**src/rtl/bus_stim_pkg.sv**
```systemverilog
// bus_stim_pkg: shared types and helpers for the bus stimulus sequencer.
//   seq_state_e : playback FSM states
//   beat_w()    : width of one stored beat {wr, addr}
package bus_stim_pkg;

    typedef enum logic [1:0] {IDLE, RUN, DONE} seq_state_e;

    function automatic int beat_w(input int addr_w);
        return addr_w + 1;
    endfunction

endpackage

```
**src/rtl/bus_stim_if.sv**
```systemverilog
// bus_stim_if: en/wr/addr beat bus with ready backpressure.
//   en    : beat valid (master -> slave)
//   wr    : write (1) / read (0) (master -> slave)
//   addr  : beat address (master -> slave)
//   ready : slave accepts the current beat (slave -> master)
interface bus_stim_if #(
    parameter int ADDR_W = 6
) ();

    logic              en;
    logic              wr;
    logic [ADDR_W-1:0] addr;
    logic              ready;

    modport master (output en, wr, addr, input ready);
    modport slave  (input en, wr, addr, output ready);

endinterface

```
**src/rtl/bus_stim_table.sv**
```systemverilog
// bus_stim_table: DEPTH x {wr, addr} register file holding the beat table.
//   clk, rst  : clock, synchronous active-high clear of every entry
//   we_i      : write strobe for entry wr_idx_i with wdata_i
//   rd_idx_i  : combinational read index, rdata_o is that entry
module bus_stim_table
    import bus_stim_pkg::*;
#(
    parameter  int ADDR_W = 6,
    parameter  int DEPTH  = 8,
    localparam int IDX_W  = $clog2(DEPTH),
    localparam int BW     = beat_w(ADDR_W)
) (
    input  logic             clk,
    input  logic             rst,
    input  logic             we_i,
    input  logic [IDX_W-1:0] wr_idx_i,
    input  logic [BW-1:0]    wdata_i,
    input  logic [IDX_W-1:0] rd_idx_i,
    output logic [BW-1:0]    rdata_o
);

    logic [BW-1:0] mem_q [DEPTH];

    // Per-entry decode: an index beyond DEPTH matches no entry and is dropped.
    always_ff @(posedge clk) begin
        for (int i = 0; i < DEPTH; i++) begin
            if (rst)
                mem_q[i] <= '0;
            else if (we_i && wr_idx_i == IDX_W'(i))
                mem_q[i] <= wdata_i;
        end
    end

    assign rdata_o = mem_q[rd_idx_i];

endmodule

```
**src/rtl/bus_stim_sequencer.sv**
```systemverilog
// bus_stim_sequencer: plays a programmable table of {wr, addr} beats onto an en/wr/addr bus.
//   clk, rst         : clock, synchronous active-high reset
//   prog_we_i/idx/wr/addr : table write port, honoured only outside RUN
//   num_beats_i      : beats per pass (clamped to DEPTH), sampled on start
//   loop_en_i        : wrap to entry 0 after the last beat, sampled on start
//   start_i, stop_i  : launch playback from IDLE, abort playback
//   bus              : master side of the beat bus (en/wr/addr out, ready in)
//   busy_o, done_o   : high in RUN, one-cycle pulse at end of pass or abort
module bus_stim_sequencer
    import bus_stim_pkg::*;
#(
    parameter  int ADDR_W = 6,
    parameter  int DEPTH  = 8,
    localparam int IDX_W  = $clog2(DEPTH),
    localparam int CNT_W  = $clog2(DEPTH + 1)
) (
    input  logic              clk,
    input  logic              rst,
    input  logic              prog_we_i,
    input  logic [IDX_W-1:0]  prog_idx_i,
    input  logic              prog_wr_i,
    input  logic [ADDR_W-1:0] prog_addr_i,
    input  logic [CNT_W-1:0]  num_beats_i,
    input  logic              loop_en_i,
    input  logic              start_i,
    input  logic              stop_i,
    bus_stim_if.master        bus,
    output logic              busy_o,
    output logic              done_o
);

    seq_state_e        state_q, state_d;
    logic [IDX_W-1:0]  idx_q, idx_d;
    logic [CNT_W-1:0]  n_q, n_d;
    logic              loop_q, loop_d;
    logic              en_q, en_d, wr_q, wr_d, busy_q, busy_d, done_q, done_d;
    logic [ADDR_W-1:0] addr_q, addr_d;
    logic [ADDR_W:0]   rd_beat;
    logic              last;

    // Reads at idx_d so the registered outputs carry the beat for the coming cycle.
    bus_stim_table #(.ADDR_W(ADDR_W), .DEPTH(DEPTH)) u_table (
        .clk      (clk),
        .rst      (rst),
        .we_i     (prog_we_i && state_q != RUN),
        .wr_idx_i (prog_idx_i),
        .wdata_i  ({prog_wr_i, prog_addr_i}),
        .rd_idx_i (idx_d),
        .rdata_o  (rd_beat)
    );

    assign last = CNT_W'(idx_q) == n_q - CNT_W'(1);

    always_ff @(posedge clk) begin
        if (rst) begin
            state_q <= IDLE;
            idx_q   <= '0;
            n_q     <= '0;
            loop_q  <= 1'b0;
            en_q    <= 1'b0;
            wr_q    <= 1'b0;
            addr_q  <= '0;
            busy_q  <= 1'b0;
            done_q  <= 1'b0;
        end else begin
            state_q <= state_d;
            idx_q   <= idx_d;
            n_q     <= n_d;
            loop_q  <= loop_d;
            en_q    <= en_d;
            wr_q    <= wr_d;
            addr_q  <= addr_d;
            busy_q  <= busy_d;
            done_q  <= done_d;
        end
    end

    always_comb begin
        state_d = state_q;
        idx_d   = idx_q;
        n_d     = n_q;
        loop_d  = loop_q;
        case (state_q)
            IDLE: begin
                if (start_i) begin
                    state_d = (num_beats_i != '0) ? RUN : DONE;
                    n_d     = (num_beats_i > CNT_W'(DEPTH)) ? CNT_W'(DEPTH) : num_beats_i;
                    loop_d  = loop_en_i;
                    idx_d   = '0;
                end
            end
            RUN: begin
                // A beat accepted together with stop is simply the final beat.
                if (stop_i)
                    state_d = DONE;
                else if (bus.ready) begin
                    idx_d   = last ? '0 : idx_q + IDX_W'(1);
                    state_d = (last && !loop_q) ? DONE : RUN;
                end
            end
            default: begin
                state_d = IDLE;
                idx_d   = '0;
            end
        endcase
    end

    always_comb begin
        en_d   = state_d == RUN;
        busy_d = en_d;
        done_d = state_d == DONE;
        wr_d   = en_d ? rd_beat[ADDR_W] : 1'b0;
        addr_d = en_d ? rd_beat[ADDR_W-1:0] : '0;
    end

    assign bus.en   = en_q;
    assign bus.wr   = wr_q;
    assign bus.addr = addr_q;
    assign busy_o   = busy_q;
    assign done_o   = done_q;

endmodule

```
**src/flat_wrapper.sv**
```systemverilog
// flat-port wrapper written by rule: the top's interface ports become plain ports
module bus_stim_sequencer_flat import bus_stim_pkg::*;
#(
    parameter  int ADDR_W = 6,
    parameter  int DEPTH  = 8,
    localparam int IDX_W  = $clog2(DEPTH),
    localparam int CNT_W  = $clog2(DEPTH + 1)
)
  (clk, rst, prog_we_i, prog_idx_i, prog_wr_i, prog_addr_i, num_beats_i, loop_en_i, start_i, stop_i, busy_o, done_o, bus_en, bus_wr, bus_addr, bus_ready);
  bus_stim_if #(.ADDR_W(ADDR_W)) bus_i ();
  input  logic clk;
  input  logic rst;
  input  logic prog_we_i;
  input  logic [IDX_W-1:0] prog_idx_i;
  input  logic prog_wr_i;
  input  logic [ADDR_W-1:0] prog_addr_i;
  input  logic [CNT_W-1:0] num_beats_i;
  input  logic loop_en_i;
  input  logic start_i;
  input  logic stop_i;
  output logic busy_o;
  output logic done_o;
  output wire logic [$bits(bus_i.en)-1:0] bus_en;
  output wire logic [$bits(bus_i.wr)-1:0] bus_wr;
  output wire logic [$bits(bus_i.addr)-1:0] bus_addr;
  input wire logic [$bits(bus_i.ready)-1:0] bus_ready;
  assign bus_en = bus_i.en;
  assign bus_wr = bus_i.wr;
  assign bus_addr = bus_i.addr;
  assign bus_i.ready = bus_ready;
  bus_stim_sequencer #(.ADDR_W(ADDR_W), .DEPTH(DEPTH)) u_core (.clk(clk), .rst(rst), .prog_we_i(prog_we_i), .prog_idx_i(prog_idx_i), .prog_wr_i(prog_wr_i), .prog_addr_i(prog_addr_i), .num_beats_i(num_beats_i), .loop_en_i(loop_en_i), .start_i(start_i), .stop_i(stop_i), .bus(bus_i), .busy_o(busy_o), .done_o(done_o));
endmodule
```
**config.mk**
```make
export PLATFORM = sky130hd
export DESIGN_NAME = bus_stim_sequencer_flat
export DESIGN_NICKNAME = d
export VERILOG_FILES = /design/src/rtl/bus_stim_pkg.sv /design/src/rtl/bus_stim_if.sv /design/src/rtl/bus_stim_table.sv /design/src/rtl/bus_stim_sequencer.sv /design/src/flat_wrapper.sv
export SDC_FILE = /design/constraint.sdc
export NUM_CORES = 1
export LEC_CHECK = 0
export CAP_MARGIN = 10
export CORE_MARGIN = 4
export CORE_UTILIZATION = 48
export DETAILED_ROUTE_END_ITERATION = 16
export PLACE_DENSITY = 0.68
export SYNTH_ARGS = -nofsm -noshare
export SYNTH_HDL_FRONTEND = slang
export SYNTH_SLANG_ARGS = --single-unit
```
**constraint.sdc**
```tcl
create_clock -name clk -period 4.1 [get_ports clk]
set_input_delay 0.82 -clock clk [delete_from_list [all_inputs] [get_ports clk]]
set_output_delay 0.82 -clock clk [all_outputs]
set_load 0.02 [all_outputs]
```
After elaboration in Yosys (flattened, before gate mapping) --
Memory sizes are Yosys's and may differ from the RTL's. A register that Yosys moved wholly into a read port is not among the register bits. Cells that the tools add are included.
Storage, ports and cells: register bits after elaboration 12, RAM bits 56, input bits 21, output and inout port bits 10, memories kept 1
Memory list:
- u_core.u_table.mem_q | words 8, width 7, read ports 1, clocked after Yosys merged registers in 1, wr ports 8, RTL line bus_stim_table.sv:22 | logic [BW-1:0] mem_q [DEPTH];
Operators by class: add/sub/neg operators 2, order comparisons 1, eq/ne operators 12, multiplexer cells 46, bitwise gates (word level) 9, reduce and logical (&&, ||, !) cells 16
Operator list (count):
- $mux W7 | 8
- $mux W1 | 26
- $eq A3 B3 Y1 const B | 4
- $mux W3 | 4
- $logic_and A1 B1 Y1 | 10
- $mux W2 | 5
- $or A1 B1 Y1 | 8
- $eq A3 B2 Y1 const B | 2
- $pmux W3 S2 | 1
- $eq A2 B1 Y1 const B | 2
- $eq A3 B4 Y1 | 1
- $gt A4 B4 Y1 const B | 1
- $mux W4 | 1
- $pmux W2 S2 | 1
- $reduce_bool A4 Y1 | 1
- $sub A4 B1 Y4 const B | 1
- $add A3 B1 Y3 const B | 1
- $eq A3 B1 Y1 const B | 1
- $logic_not A3 Y1 | 1
- $eq A2 B2 Y1 const B | 1
- $logic_not A2 Y1 | 1
- $ne A2 B1 Y1 const B | 1
- $reduce_and A2 Y1 | 1
- $reduce_or A2 Y1 | 1
- other kinds (2) | 2

Depth between registers and ports, before layout --
Gate-level depths: netlist of run 1.
word-level depth 10, depth in mapped cells 9, gate-level depth less buffers 8

Cells and area by module --
A second synthesis of run 1 with hierarchy kept.
Unflattened totals: cell total of the unflattened synthesis 276, area total of the unflattened synthesis 3592.2 um^2
Modules (own cells, without submodules):
- bus_stim_table | times used 1, cells each 172, area an instance 2631.3 um^2, seq. area each 1681.6 um^2
- bus_stim_sequencer | times used 1, cells each 104, area an instance 960.9 um^2, seq. area each 380.4 um^2

Worst setup path before layout of run 1 --
No wires, ideal clock.
path type input to register, from input port start_i, to register u_core.addr_q[2] (netlist: u_core.bus.addr[2]), data arrival time 2240 ps, data required time 3965 ps, path slack 1725 ps, stages 7, buffers on the path 1, cell sequence or2_2 -> o221ai_1 -> and2b_1 -> clkbuf_1 -> a21boi_0 -> a2111oi_0 -> nor4_1
On the way: longest elaborated chain between the ends 5, elaborated cells on any way between the ends 7, those cells by class eq/ne (1); mux (4); bitwise (1); reduce/logical (1)
Ends and longest elaborated chain:
- from (decl) | RTL line flat_wrapper.sv:19 | input logic start_i;
- $mux W2 | RTL line bus_stim_sequencer.sv:85 | if (start_i) begin
- $pmux W2 S2 | RTL line bus_stim_sequencer.sv:83 | case (state_q)
- $eq A2 B1 Y1 | RTL line bus_stim_sequencer.sv:109 | en_d = state_d == RUN;
- $not A1 Y1 (no line)
- $reduce_or A2 Y1 (no line)
- to (signal assigned) | RTL line bus_stim_sequencer.sv:72 | addr_q <= addr_d;
- to (decl) | RTL line bus_stim_sequencer.sv:37 | logic [ADDR_W-1:0] addr_q, addr_d;
Parallel ways exist; a longest one is shown, timed or not. A chain may end at the register's enable or synchronous reset.

Worst setup path after layout of run 1 --
from input port start_i, to register u_core.wr_q (netlist: u_core.bus.wr)
On the way: longest elaborated chain between the ends 5, elaborated cells on any way between the ends 7, those cells by class eq/ne (1); mux (4); bitwise (1); reduce/logical (1)
Ends and longest elaborated chain:
- $mux W2 | RTL line bus_stim_sequencer.sv:85
- $pmux W2 S2 | RTL line bus_stim_sequencer.sv:83
- $eq A2 B1 Y1 | RTL line bus_stim_sequencer.sv:109
- $not A1 Y1 (no line)
- $reduce_or A2 Y1 (no line)
- to (signal assigned) | RTL line bus_stim_sequencer.sv:71 | wr_q <= wr_d;
- to (decl) | RTL line bus_stim_sequencer.sv:36 | logic en_q, en_d, wr_q, wr_d, busy_q, busy_d, done_q, done_d;
Parallel ways exist; a longest one is shown, timed or not.

==> run_results.csv, run 1 <==
group,metric,value,unit
floorplan,rows,32,
synth,synth_ff_type,"edfxtp_1",
cts,clkTransAtPathRegs,70,ps
critical_path,crit_type,"in2reg",
timing,setup_violations,0,
synth,syn-num-nets,344,
drt,initialDrtViolationCount,165,
placement,io_buffers,30,
synth,synth_edf_count,56,
final_layout,final_cell_mix,"60 x and2_1, 56 x edfxtp_1, 30 x clkdlybuf4s50_1, 19 x dfxtp_1",
final_layout,area_delta_synth_final,15.8,%
timing,period_minus_slack,3080,ps
global_route,grt_first_pass_wirelength,14.2,mm
critical_path,crit_path_end_kind,"flop",
global_route,overflow,0,
timing,fin_skew,7.11,ps
critical_path,arrival,3290,ps
placement,dp_hpwl,6.53,mm
synth,yosys_warnings,0,
timing,fmax,324,MHz
synth,synth_top_area_share,0.442,
timing,finalSetupTns,0,ps
timing,fin_crit_sh,0.752,
floorplan,core,7730,um^2
power_and_ir_drop,powerDensity,374,nW/um^2
cts,cts_max_level,3,
synth,netlist_top_cells_area,"edfxtp_1 44%, dfxtp_1 10%, and2_1 9.9%",
critical_path,crit_fanout,22,
synth,ys_types,55,
critical_path,crit_chain,"clkdlybuf4s50_1, or2_2, o221ai_1, and2b_1, a21boi_0, a2111oi_0, nor4_1",
drt,antenna_left,0,
final_layout,drive_gt1_frac,0.121,
power_and_ir_drop,peakVddDrop,0.000222,V
global_route,grt_usage,0.195,
critical_path,critPathSlowestCell,"and2b_1",
global_route,antenna_found_initial,0,
hold_path,hp-class,"reg2reg",
critical_path,cp_slowest_stage_delay,610,ps
drt,routed_wl,8.92,mm
floorplan,ioPinCount,31,
final_layout,layout_commonest_cell,"and2_1",
timing,hold_viol_final,0,
cts,postCtsSetupBuffers,0,
flow_run,drv_cap,0,
cts,clock_latency,350,ps
floorplan,die_height,97.0,um
final_layout,post-route-cell-area,4400,um^2
drt,dr.pass1.iters,4,
drt,viasPerCell,5.65,
synth,async_flop_share,0,
timing,tightest_slew,1130,ps
cts,cts_resized,0,
floorplan,die_width,97.0,um
drt,routedWlPerCell,19.5,um
timing,slew_viol_final,0,
global_route,grt_start_max_net_pins,23,
drt,drc,0,
outcome,outcome,"finished clean",
cts,cts_tree,"yes",
power_and_ir_drop,p_leak,1.51,nW
synth,netlist_instances,321,
global_route,grt_pass1_vias,2583,
placement,gp_congestion,0.820,
synth,synth_seq_cells,75,
synth,synth-seq-area-share,0.542,
cts,holdBufCountCts,0,
cts,cts_buffer_depth,2,
final_layout,antenna_cells,0,
cts,root_buffer,"clkbuf_8",
cts,cts_buffers,9,
synth,synth_top_area_cell,"edfxtp_1",
synth,avgSynthCellArea,11.8,um^2
final_layout,nets,374,
cts,numClockSinks,75,
critical_path,crit_required,4310,ps
drt,num_vias,2589,
placement,place_area,4190,um^2
floorplan,dieArea,9410,um^2
synth,netlist_area,3800,um^2
floorplan,initial_core_util,0.492,
critical_path,setup.worst_path.start_class,"primary input",
timing,rsz0062_at_grt,"false",
timing,relSlewSlack,0.241,
metal layers:
layer / routed length (um) / GRT usage / vias up
li1: - / - / 1275
met1: 3890 / 0.259 / 1227
met2: 4390 / 0.317 / 79
met3: 541 / 0.0339 / 8
met4: 105 / 0.0745 / 0
met5: 0 / 0 / -
area by class of cell:
class,instances,area [um^2]
Timing Repair Buffer,33,323
Sequential cell,75,2060
Fill cell,623,3320
Inverter,6,22.5
Tap cell,102,128
Multi-Input combinational cell,226,1650
Clock inverter,7,92.6
Clock buffer,9,124
where the power goes:
part           leakage, nW  total (mW)  switching (mW)  internal (mW)
combinational        0.675       0.162          0.0976         0.0645
sequential           0.735       0.868          0.0181          0.850
clock                0.103       0.615           0.275          0.340
sequential cells by signal, indices dropped and copies added (netlist names):
name and flops:
u_core.bus.addr 6, u_core.bus.en 1, u_core.bus.wr 1, u_core.done_o 1, u_core.idx_q 3, u_core.loop_q 1
u_core.n_q 4, u_core.state_q 2, u_core.u_table.mem_q 56
per-stage QoR:
| step | total power [mW] | hold WS [ps] | setup slack (ps) | std cells | utilization |
|---|---|---|---|---|---|
| floorplan | 0.973 | 458 | 1720 | 321 | - |
| finish | 1.65 | 510 | 1020 | 458 | 0.570 |
| global placement | 1.05 | 476 | 781 | 442 | 0.542 |
| CTS | 1.65 | 505 | 1050 | 458 | 0.570 |
| detailed placement | 1.05 | 494 | 703 | 442 | 0.542 |
| global route | 1.71 | 518 | 864 | 458 | 0.570 |
cell families (layout without fill, tap and decap cells):
logic type | after synthesis | count (layout) | share of synthesized area
AO/OA/AOI/OAI | 76 | 76 | 0.183
XOR/XNOR | 4 | 4 | 0.0112
adder cells (fa/ha/maj) | 2 | 2 | 0.00658
AND/OR/NAND/NOR | 144 | 144 | 0.234
buffers and inverters | 20 | 55 | 0.0230
flip-flops | 75 | 75 | 0.542
worst max-delay path, delay by kind of cell:
family                 cells  cell delay, ps
and+or+nand+nor            3            1040
AOI/OAI and AO/OA          3             980
buffers and inverters      1             450
final timing paths:
path                   endpoint     startpoint  depth (start not counted)  slack [ps]
hold reg to reg   u_core.loop_q  u_core.loop_q                          2         510
hold / removal    u_core.loop_q  u_core.loop_q                          2         510
setup / recovery  u_core.bus.wr        start_i                          7        1020
setup reg to reg  u_core.bus.wr  u_core.n_q[0]                         10        1170
cell usage after synthesis, types with 3 or more instances:
master,n
nand2b_1,4
and3_1,7
o311ai_1,7
o21ai_1,3
inv_1,6
edfxtp_1,56
buf_2,4
a21boi_1,12
nor4_1,8
nor3b_1,14
o21ai_0,8
nor2b_1,3
clkbuf_1,8
a2111oi_2,5
dfxtp_1,19
nor3_1,6
nor2_1,10
xnor2_1,3
nand3b_1,4
a211oi_1,14
nand2_1,14
and2_1,60
a21oi_1,7
No activity file was read; power rests on OpenSTA's default activity.
==> run 2: changes to the inputs <==
--- a/config.mk
+++ b/config.mk
@@ -9,7 +9,7 @@
 export CORE_MARGIN = 4
 export CORE_UTILIZATION = 48
 export DETAILED_ROUTE_END_ITERATION = 16
-export PLACE_DENSITY = 0.68
+export PLACE_DENSITY = 0.71
 export SYNTH_ARGS = -nofsm -noshare
 export SYNTH_HDL_FRONTEND = slang
 export SYNTH_SLANG_ARGS = --single-unit
==> constraint.sdc (replaced) <==
create_clock -name clk -period 2.8 [get_ports clk]
set_input_delay 0.56 -clock clk [delete_from_list [all_inputs] [get_ports clk]]
set_output_delay 0.56 -clock clk [all_outputs]
set_load 0.02 [all_outputs]
==> run 2 against run 1 <==
  * Die area unchanged
  * Total power increased by 41%
  * Clock power increased by 28%
  * Critical path type is now reg2reg
==> run_results.csv, run 2 (synthesized netlist as in run 1, its figures left out) <==
group,metric,value,unit
timing,hold_ws,496,ps
hold_path,hold_path_depth,2,
timing,tightest_slew,670,ps
power_and_ir_drop,peakVddDrop,0.000254,V
cts,clkTransAtPathRegs,80,ps
power_and_ir_drop,finalPower,2.31,mW
drt,initialDrtViolationCount,157,
cts,holdBufCountCts,0,
timing,slew_viol_final,0,
power_and_ir_drop,p_leak,1.61,nW
cts,postCtsSetupBuffers,0,
power_and_ir_drop,p_seq_frac,0.548,
cts,numClockSinks,75,
critical_path,critPathBufInv,2,
critical_path,r2r_cells,9,
cts,cts_max_level,3,
placement,io_buffers,30,
final_layout,nets,395,
final_layout,final_cell_mix,"60 x and2_1, 56 x edfxtp_1, 30 x clkdlybuf4s50_1, 23 x buf_4, 19 x dfxtp_1",
critical_path,reg2reg_from,"u_core.n_q[1]",
final_layout,final_util,0.588,
hold_path,hp-class,"reg2reg",
floorplan,dieArea,9410,um^2
power_and_ir_drop,powerDensity,510,nW/um^2
cts,clock_latency,340,ps
global_route,grt_start_max_net_pins,22,
outcome,outcome,"finished clean",
timing,period_minus_slack,2650,ps
critical_path,crit_chain,"inv_1, ha_1, xor2_2, o31ai_2, o22ai_2, or2_1, buf_4, a211oi_1, nor4_1",
timing,rsz0062_at_grt,"false",
cts,cts_buffer_depth,2,
floorplan,die_height,97.0,um
power_and_ir_drop,power_frac_clock,0.339,
final_layout,area_delta_synth_final,19.5,%
timing,setup_violations,0,
floorplan,initial_core_util,0.492,
hold_path,min_from,"u_core.loop_q",
final_layout,final_cells,479,
global_route,antenna_found_initial,0,
placement,place_area,4360,um^2
power_and_ir_drop,p_int,1.76,mW
floorplan,die_width,97.0,um
timing,fin_skew,13.5,ps
power_and_ir_drop,switching_power,550,uW
critical_path,crit_fanout,7,
flow_run,drv_cap,0,
placement,gp_congestion,0.862,
final_layout,layout_commonest_cell,"and2_1",
floorplan,rows,32,
drt,antenna_left,0,
final_layout,post-route-cell-area,4540,um^2
cts,cts_resized,0,
timing,relSlewSlack,0.550,
drt,routedWlPerCell,19.2,um
floorplan,ioPinCount,31,
critical_path,reg2reg_to,"u_core.bus.addr[5]",
timing,finalSetupTns,0,ps
power_and_ir_drop,comb_power_share,0.112,
floorplan,core,7730,um^2
drt,drc,0,
timing,hold_viol_final,0,
critical_path,cp_slowest_stage_delay,460,ps
global_route,grt_pass1_vias,2706,
power_and_ir_drop,p_sw_frac,0.237,
timing,fmax,377,MHz
placement,dp_hpwl,6.77,mm
drt,dr.pass1.iters,4,
critical_path,crit_type,"reg2reg",
critical_path,arrival,2850,ps
global_route,overflow,0,
hold_path,hold-path-endpoint,"u_core.loop_q",
cts,cts_tree,"yes",
final_layout,drive_gt1_frac,0.167,
placement,dp_slack,24.9,ps
critical_path,cp_top_family,"compound AO/OA/AOI/OAI gates",
critical_path,crit_path_end_kind,"flop",
critical_path,setup.worst_path.start_class,"flop",
critical_path,crit_required,2990,ps
cts,cts_buffers,9,
timing,fin_crit_sh,0.947,
critical_path,critPathSlowestCell,"a211oi_1",
drt,num_vias,2754,
global_route,grt_usage,0.198,
global_route,grt_first_pass_wirelength,14.4,mm
drt,viasPerCell,5.75,
final_layout,regMostFlops,"u_core.u_table.mem_q",
placement,placed_cells,463,
timing,worst_slack,148,ps
final_layout,largest_register_ffs,56,
critical_path,r2r_slack,150,ps
final_layout,antenna_cells,0,
cts,root_buffer,"clkbuf_8",
drt,routed_wl,9.19,mm
## run 2: layout make-up
type	count	area, um^2
clock buffers	11	131
clock inverters	5	53.8
fillers	665	3190
inverters	6	22.5
multi-input cells	226	1650
flip-flops and latches	75	2060
well taps	102	128
repair buffers	54	493
## run 2: how the worst max path moves through the flow
stage                  startpoint  slack (ps)                 end  cells past startpoint
floorplan           u_core.n_q[0]         580  u_core.bus.addr[2]                      8
global placement          start_i         100  u_core.bus.addr[5]                      7
detailed placement         stop_i          20       u_core.bus.wr                      8
CTS                 u_core.n_q[1]         140  u_core.bus.addr[5]                      9
global route        u_core.n_q[1]           4  u_core.bus.addr[5]                      9
finish              u_core.n_q[1]         150  u_core.bus.addr[5]                      9
## run 2: routing by layer
| metal | up-vias | part of all wire | track usage | routed length, um |
|---|---|---|---|---|
| li1 | 1309 | - | - | - |
| met1 | 1330 | 0.43 | 0.252 | 3930 |
| met2 | 87 | 0.48 | 0.320 | 4450 |
| met3 | 28 | 0.061 | 0.0454 | 561 |
| met4 | 0 | 0.028 | 0.0875 | 253 |
| met5 | - | 0 | 0 | 0 |
## run 2: worst reg2reg max path, cell delays in order, from the launching register on
cell,delay (ps)
dfxtp_1,380
inv_1,60
ha_1,220
xor2_2,200
o31ai_2,380
o22ai_2,150
or2_1,330
buf_4,200
a211oi_1,460
nor4_1,120
## run 2: power groups by stage
stage          clock [mW]  combinational, mW  sequential (mW)
2_1_floorplan           0              0.132             1.29
3_3_place_gp            0              0.254             1.29
3_5_place_dp            0              0.258             1.29
4_1_cts             0.797              0.260             1.27
5_1_grt             0.857              0.280             1.27
6_report            0.785              0.260             1.27
